## config.mk

```make
export PLATFORM = sky130hd
export DESIGN_NAME = uart_rx
export DESIGN_NICKNAME = d
export VERILOG_FILES = /design/src/rtl/uart_pkg.sv /design/src/rtl/sync_2ff.sv /design/src/rtl/uart_rx.sv
export SDC_FILE = /design/constraint.sdc
export NUM_CORES = 1
export LEC_CHECK = 0
export CAP_MARGIN = 20
export CELL_PAD_IN_SITES_DETAIL_PLACEMENT = 1
export CELL_PAD_IN_SITES_GLOBAL_PLACEMENT = 1
export CORE_ASPECT_RATIO = 1.75
export CORE_MARGIN = 2
export CORE_UTILIZATION = 47
export CTS_BUF_LIST = sky130_fd_sc_hd__clkbuf_2
export DETAILED_ROUTE_END_ITERATION = 10
export PLACE_DENSITY_LB_ADDON = 0.1
export REMOVE_ABC_BUFFERS = 1
export SYNTH_ARGS = -nofsm -noshare
export SYNTH_HDL_FRONTEND = slang
export SYNTH_SLANG_ARGS = --single-unit
```

## constraint.sdc

```tcl
create_clock -name clk -period 1.93 [get_ports clk]
set_input_delay 0.2895 -clock clk [delete_from_list [all_inputs] [get_ports clk]]
set_output_delay 0.2895 -clock clk [all_outputs]
set_load 0.01 [all_outputs]
```

## src/rtl/uart_pkg.sv

```systemverilog
// Shared UART definitions: receiver/transmitter state encoding and default bit divisor.
// Latency: n/a (types and constants only).
// Backpressure: n/a.
`timescale 1ns/1ps
package uart_pkg;

  // Frame-level states shared by the RX and TX blocks.
  typedef enum logic [1:0] {
    IDLE  = 2'd0,
    START = 2'd1,
    DATA  = 2'd2,
    STOP  = 2'd3
  } uart_state_t;

  // 100 MHz system clock / 4 Mbaud line rate.
  localparam int CLKS_PER_BIT_DEF = 25;

endpackage

```

## src/rtl/sync_2ff.sv

```systemverilog
// Two-flop synchronizer for a single asynchronous level; reset value is parameterized.
// Latency: 2 clk from input change to q.
// Backpressure: none (free-running level path).
// Ports: clk, rst (async active-high), d (async input), q (synchronized output).
`timescale 1ns/1ps
module sync_2ff #(
  parameter logic RESET_VAL = 1'b0
) (
  input  logic clk,
  input  logic rst,
  input  logic d,
  output logic q
);

  logic meta;

  always_ff @(posedge clk or posedge rst) begin
    if (rst) begin
      meta <= RESET_VAL;
      q    <= RESET_VAL;
    end else begin
      meta <= d;
      q    <= meta;
    end
  end

endmodule

```

## src/rtl/uart_rx.sv

```systemverilog
// 8N1 UART receiver: serial line in, one byte plus a one-cycle done strobe out.
// Latency: strobe 238 clk (default divisor) after the synchronized start edge is seen.
// Backpressure: none; the consumer must take rx_data on the strobe (it holds until the next good frame).
// Ports: clk, rst (async active-high), rx_in (async serial line, idle high),
//        rx_enable_signal (low forces IDLE), rx_done_signal (1-cycle strobe), rx_data[7:0].
`timescale 1ns/1ps
module uart_rx
  import uart_pkg::*;
#(
  parameter int CLKS_PER_BIT = CLKS_PER_BIT_DEF
) (
  input  logic       clk,
  input  logic       rst,
  input  logic       rx_in,
  input  logic       rx_enable_signal,
  output logic       rx_done_signal,
  output logic [7:0] rx_data
);

  localparam int             CW   = $clog2(CLKS_PER_BIT);
  localparam logic [CW-1:0]  HALF = CW'((CLKS_PER_BIT - 1) / 2);
  localparam logic [CW-1:0]  LAST = CW'(CLKS_PER_BIT - 1);

  logic          rxs;
  uart_state_t   state;
  logic [CW-1:0] cnt;
  logic [2:0]    idx;
  logic [7:0]    sh;

  // Reset to 1 so a reset never looks like a start bit.
  sync_2ff #(.RESET_VAL(1'b1)) u_sync (
    .clk (clk),
    .rst (rst),
    .d   (rx_in),
    .q   (rxs)
  );

  always_ff @(posedge clk or posedge rst) begin
    if (rst) begin
      state          <= IDLE;
      cnt            <= '0;
      idx            <= '0;
      sh             <= '0;
      rx_data        <= 8'h00;
      rx_done_signal <= 1'b0;
    end else begin
      rx_done_signal <= 1'b0;
      if (state != IDLE && !rx_enable_signal) begin
        // Disable mid-frame abandons the byte silently.
        state <= IDLE;
        cnt   <= '0;
      end else begin
        case (state)
          IDLE: begin
            if (rx_enable_signal && !rxs) begin
              state <= START;
              cnt   <= '0;
            end
          end
          START: begin
            // Re-check the line at mid start bit to reject glitches; this
            // also aligns all later samples to mid-bit.
            if (cnt == HALF) begin
              cnt <= '0;
              if (!rxs) begin
                state <= DATA;
                idx   <= '0;
              end else begin
                state <= IDLE;
              end
            end else begin
              cnt <= cnt + CW'(1);
            end
          end
          DATA: begin
            if (cnt == LAST) begin
              sh[idx] <= rxs;
              cnt     <= '0;
              if (idx == 3'd7) state <= STOP;
              else             idx   <= idx + 3'd1;
            end else begin
              cnt <= cnt + CW'(1);
            end
          end
          STOP: begin
            if (cnt == LAST) begin
              state <= IDLE;
              cnt   <= '0;
              // A low stop bit is a framing error: drop the byte.
              if (rxs) begin
                rx_data        <= sh;
                rx_done_signal <= 1'b1;
              end
            end else begin
              cnt <= cnt + CW'(1);
            end
          end
          default: state <= IDLE;
        endcase
      end
    end
  end

endmodule

```

Word-level counts from Yosys, hierarchy flattened
Index checks and enable logic that the tools add are counted.
{"block": "totals", "reg_bits": 29, "output_inout_bits": 9, "in_bits": 4, "elab_cells": 66}
{"block": "classes", "bitwise_logic": 1, "reduce_logical": 13, "n_addsub": 2, "mux": 25, "eq_ne": 15, "magnitude_cmp": 2}
{"cell": "5-bit 2-to-1 mux", "n": 4}
{"cell": "3-bit inequality test, second input constant", "n": 5}
{"cell": "5-bit case mux with 3 select lines", "n": 1}
{"cell": "2-bit 2-to-1 mux", "n": 7}
{"cell": "3-bit 2-to-1 mux", "n": 4}
{"cell": "8-bit bitwise mux", "n": 1}
{"cell": "2-bit inequality test, second input constant", "n": 4}
{"cell": "2-bit case mux with 4 select lines", "n": 1}
{"cell": "3-bit case mux with 2 select lines", "n": 1}
{"cell": "6-bit AND reduction", "n": 1}
{"cell": "5-bit by 1-bit adder with 5-bit output, second input constant", "n": 1}
{"cell": "5-bit by 4-bit == test with 1-bit output, second input constant", "n": 1}
{"cell": "5-bit == test, second input constant", "n": 1}
{"cell": "1-bit 2-to-1 mux", "n": 5}
{"cell": "5-bit AND reduction", "n": 1}
{"cell": "2-bit == test, second input constant", "n": 2}
{"cell": "3-bit by 4-bit less-than comparator with 1-bit output, second input constant", "n": 1}
{"cell": "4-bit AND reduction", "n": 1}
{"cell": "2-bit nonzero test", "n": 2}
{"cell": "3-bit by 1-bit adder with 3-bit output, second input constant", "n": 1}
{"cell": "1-bit demux with 3-bit select", "n": 1}
{"cell": "3-bit == test, second input constant", "n": 1}
{"cell": "3-bit by 1-bit >= comparator with 1-bit output, second input constant", "n": 1}
{"cell": "1-bit logical AND", "n": 3}
{"cell": "other kinds (6)", "n": 7}

Depth between registers and ports, before layout
Gate-level depths: netlist of the first run.
{"block": "logic_depth", "ltp_word": 5, "ltp_mapped": 7, "depth_no_buf": 6}

Modules after synthesis
A second synthesis of the first run with hierarchy kept.
{"block": "hier_totals", "hier_cells": 113, "hier_area_um2": 1347.5}
{"mod": "uart_rx", "seq_area_each_um2": 675.6, "area_per_inst_um2": 1291.2, "cells_each": 110, "n_inst": 1}
{"mod": "sync_2ff", "seq_area_each_um2": 52.6, "area_per_inst_um2": 56.3, "cells_each": 3, "n_inst": 1}

Worst setup path after synthesis of the first run
No wires, ideal clock.
{"block": "synth_timing", "path_type": "flip-flop to flip-flop", "from": "reg cnt[0]", "to": "reg sh[2]", "period_less_slack_ps": 1717, "setup_time_ps": 125, "path_stages_with_launch": 8, "required_ps": 1805, "path_buffers": 1, "arrival_ps": 1592, "path_slack_ps": 213, "cell_sequence": "dfrtp_1 > inv_1 > ha_1 > and4b_1 > buf_6 > nand4b_4 > nor3b_1 > mux2_2"}
{"block": "synth_via", "elab_chain_len": 2}
{"item": "from (decl)", "line": "uart_rx.sv:26", "text": "logic [CW-1:0] cnt;"}
{"item": "from (signal assigned)", "line": "uart_rx.sv:72", "text": "cnt <= cnt + CW'(1);"}
{"item": "from (signal assigned)", "line": "uart_rx.sv:82", "text": "cnt <= cnt + CW'(1);"}
{"item": "from (signal assigned)", "line": "uart_rx.sv:95", "text": "cnt <= cnt + CW'(1);"}
{"item": "5-bit == test", "line": "uart_rx.sv:76", "text": "if (cnt == LAST) begin"}
{"item": "3-bit AND reduction (no source line)"}
{"item": "to (signal, indexed assignment)", "line": "uart_rx.sv:77", "text": "sh[idx] <= rxs;"}
{"item": "to (decl)", "line": "uart_rx.sv:28", "text": "logic [7:0] sh;"}
No other way between the ends.
A chain may end at the register's enable or synchronous reset.

Worst setup path after layout of the first run
{"block": "layout_timing", "from": "reg cnt[1]", "to": "reg idx[1]"}
{"block": "layout_via", "elab_chain_len": 3, "word_cells_on_any_way": 5, "classes_between": "eq/ne (4); reduce/logical (1)"}
{"item": "5-bit == test / 5-bit by 4-bit == test with 1-bit output (equally long branches)", "line": "uart_rx.sv:76, uart_rx.sv:63"}
{"item": "2-bit inequality test (no source line)"}
{"item": "6-bit AND reduction (no source line) *"}
{"item": "to (signal assigned)", "line": "uart_rx.sv:80", "text": "else idx <= idx + 3'd1;"}
{"item": "to (decl)", "line": "uart_rx.sv:27", "text": "logic [2:0] idx;"}
Every way passes the cells marked *; elsewhere a longest branch is shown, timed or not.

==> tab_implementation.tex, run 1 <==
\begin{tabular}{lr}
\hline
Metric & Value \\
\hline
\multicolumn{2}{l}{\textbf{Outcome}} \\
Run status & finished, final reports clean \\
\multicolumn{2}{l}{\textbf{Worst setup path}} \\
Crit path max fanout & 5 \\
Worst-path cell chain & inv\_1 -> ha\_1 -> and4b\_2 -> buf\_4 -> a32oi\_1 -> or2\_1 -> o21ai\_1 \\
Required time of the worst setup path & 2.16 ns \\
Capture instance of the worst register-to-register path & idx[1] \\
Launching point of the worst reg2reg path & cnt[1] \\
Type of element capturing the critical path & flip-flop \\
Worst path max stage delay & 0.40 ns \\
Critical Path Slowest Stage Cell & dfrtp\_1 \\
Levels on crit path & 7 \\
Kind of start point of the critical path & flip-flop \\
Crit path capture & idx[1] \\
Path depth of the worst reg2reg path & 7 \\
Crit path buffers/inverters & 2 \\
Arrival time of the worst setup path & 2.06 ns \\
Critical path's top delay family & simple AND/OR/NAND/NOR gates \\
Critical path origin & cnt[1] \\
Flop2flop setup slack & 0.09 ns \\
Critical path type & reg -> reg \\
\multicolumn{2}{l}{\textbf{Logic synthesis}} \\
Synth top cells by count & dfrtp\_1 (27), mux2\_2 (14), o21ai\_0 (12), nand2\_1 (11), nor2\_1 (7) \\
Avg Synthesized Cell Area & 11.4 um2 \\
FF+latch count, synth & 29 \\
Cell variety after synth & 36 \\
Sequential area share after synthesis & 0.517 \\
Top-count cell post-synth & dfrtp\_1 \\
EDFF count, synth & 0 \\
Area leader, netlist & dfrtp\_1 \\
Primary FF master, synth & dfrtp\_1 \\
Share of the synthesized area in the top cell type & 0.480 \\
Synthesized instance count & 123 \\
Cells taking the most area after synthesis & dfrtp\_1 (48\%), mux2\_2 (11\%), o21ai\_0 (4.3\%) \\
Asr flop ratio synth & 1.00 \\
Netlist area before placement & 1410 um2 \\
Warning count from the yosys run & 0 \\
\multicolumn{2}{l}{\textbf{Clocking}} \\
Clock network latency to the later pin of the worst-skew pair & 0.35 ns \\
CTS Sinks & 29 \\
Clock edge transition at the registers on the reported setup and hold paths & 0.14 ns \\
H-tree depth & 2 \\
CTS tree & yes \\
Root buf cell & clkbuf\_2 \\
Clock Tree Buf Depth & 2 \\
Total clock buffers created by CTS & 5 \\
\multicolumn{2}{l}{\textbf{Floorplan}} \\
Die height & 76.4 um \\
Number of top-level pins & 13 \\
Num rows & 26 \\
Chip width & 45.4 um \\
Floorplan core area & 2900 um2 \\
Area of the die & 3470 um2 \\
Starting utilization of the core area & 0.486 \\
\multicolumn{2}{l}{\textbf{STA}} \\
Number of failing setup endpoints in the final timing report & 0 \\
Post-route fraction of the period consumed by the critical path & 0.952 \\
Final Hold Vio Count & 0 \\
Worst relative slew slack & 0.696 \\
Worst clock skew on the final layout & 0.0113 ns \\
Setup repair after global routing missed its margin & yes \\
Maximum clock frequency & 544 MHz \\
Crit path time final & 1.84 ns \\
Slew @ Worst Pin & 0.457 ns \\
Final Max Tran Viols & 0 \\
\multicolumn{2}{l}{\textbf{Detailed routing}} \\
Number of iterations in the first detailed-routing pass & 4 \\
Via count & 992 \\
Via density per instance & 5.70 \\
Routed Antenna Nets & 0 \\
Routed WL & 2.93 mm \\
Detailed-route DRC error count & 0 \\
Routed length per placed instance & 16.8 um \\
DRT iter0 DRCs & 25 \\
\multicolumn{2}{l}{\textbf{Finish}} \\
Fin nets & 153 \\
Antenna diode instance count & 0 \\
Final std cell area, no fill & 1680 um2 \\
Proportion of layout cells with a drive suffix above 1 & 0.281 \\
Post-route insts no fill & 174 \\
Relative area change from synthesis to final layout & 19.0\% \\
\multicolumn{2}{l}{\textbf{Flow run}} \\
Maxcap violations & 0 \\
\multicolumn{2}{l}{\textbf{Global routing}} \\
Pin count of the biggest net entering global routing & 22 \\
First-pass GRT wire length & 5.21 mm \\
Overall global routing resource usage & 0.208 \\
Antenna violations before repair & 0 \\
Vias in the first global route & 1148 \\
Total global routing overflow & 0 \\
\multicolumn{2}{l}{\textbf{Power and ir drop}} \\
Switching share of power & 0.230 \\
Clock network power share & 0.361 \\
Internal portion of total power & 893 uW \\
Total net switching power & 267 uW \\
Part of the power in registers & 0.548 \\
Worst IR drop on VDD & 0.000510 V \\
Cell leakage power & 0.000829 uW \\
Power density cells & 692 nW/um2 \\
Combinational power share & 0.091 \\
\multicolumn{2}{l}{\textbf{Place}} \\
Routability congestion estimate from global placement & 0.812 \\
Post-DP HPWL & 2.30 mm \\
Area after detailed placement & 1590 um2 \\
Port buffer count & 12 \\
Cell count after placement & 165 \\
\multicolumn{2}{l}{\textbf{Hold path}} \\
Min-delay worst type & in -> async \\
\hline
\end{tabular}
-- placed cells by master (no fill, tap or decap), types with 3 or more instances in the layout --
cell              n
nand2_1          11
nand3b_1          3
dfrtp_1          27
buf_4             8
inv_1             6
mux2_2           14
ha_1              4
o21ai_0          10
nand3_1           4
clkbuf_2          6
nor2_1            7
clkdlybuf4s50_1  12
-- per-stage QoR --
stage | hold slack, ns | setup slack [ns] | utilization | total power, uW | TNS [ns]
after floorplan | 0.294 | 0.131 | - | 696 | 0
after global placement | 0.348 | 0.0387 | 0.550 | 745 | 0
after detailed placement | 0.349 | -0.0364 | 0.550 | 751 | -0.0387
after CTS | 0.181 | 0.0201 | 0.573 | 1180 | 0
after global routing | 0.219 | -0.0280 | 0.579 | 1220 | -0.0564
final | 0.205 | 0.0934 | 0.579 | 1160 | 0
-- routing by layer --
| layer | share of wire | global-route usage | vias up |
|---|---|---|---|
| met5 | 0 | 0 | - |
| met3 | 0.024 | 0.0592 | 9 |
| met2 | 0.60 | 0.384 | 15 |
| met1 | 0.35 | 0.190 | 491 |
| met4 | 0.025 | 0.0971 | 0 |
| li1 | - | - | 477 |
-- cell families after synthesis --
logic type	share of synthesized area
compound gates	0.0951
fa+ha+maj	0.0356
buf+inv	0.0462
xor+xnor	0.00622
flops	0.517
mux	0.128
simple gates	0.172
-- sequential cells by signal, indices dropped and copies added, names as in the netlist --
name and flops:
state 2, rx_data 8, u_sync.meta 1, idx 3
rx_done_signal 1, cnt 5, sh 8, u_sync.q 1
-- power by group through the flow --
stage          logic [uW]  registers, uW  clock network (uW)
3_5_place_dp          104            647                   0
5_1_grt               124            639                 463
4_1_cts               104            636                 442
2_1_floorplan        44.9            652                   0
3_3_place_gp         98.6            646                   0
6_report              106            635                 419
-- worst min path at each step --
stage	from	endpoint	slack, ns	cells after the start
finish	rst	state[0]	0.21	2
global route	rst	cnt[1]	0.22	2
CTS	rst	cnt[3]	0.18	2
detailed placement	u_sync.meta	u_sync.q	0.35	0
global placement	u_sync.meta	u_sync.q	0.35	0
floorplan	rx_in	u_sync.meta	0.29	0
-- repair_timing --
item / CTS / global route
setup endpoints to repair: 1 / 6
hold buffers: 0 / 0
endpoints found under the hold margin: 0 / 0
buffers inserted: 0 / 1
resized for setup: 1 / 4
-- final cells by class --
type                       instances  area (um2)
clock buffer                       6        30.0
clock inverter                     2        33.8
fill                             302        1220
inverter                           6        22.5
multi-input combinational         82         626
sequential                        29         728
tap                               28        35.0
timing repair buffer              21         200
Power figures use the tool's default switching activity.
==> run 2: changes to the inputs <==
--- a/config.mk
+++ b/config.mk
@@ -5,7 +5,7 @@
 export SDC_FILE = /design/constraint.sdc
 export NUM_CORES = 1
 export LEC_CHECK = 0
-export CAP_MARGIN = 20
+export CAP_MARGIN = 5
 export CELL_PAD_IN_SITES_DETAIL_PLACEMENT = 1
 export CELL_PAD_IN_SITES_GLOBAL_PLACEMENT = 1
 export CORE_ASPECT_RATIO = 1.75
==> results of run 2 <==
Same layout as run 1: the final DEF is identical, and so are final timing and power.
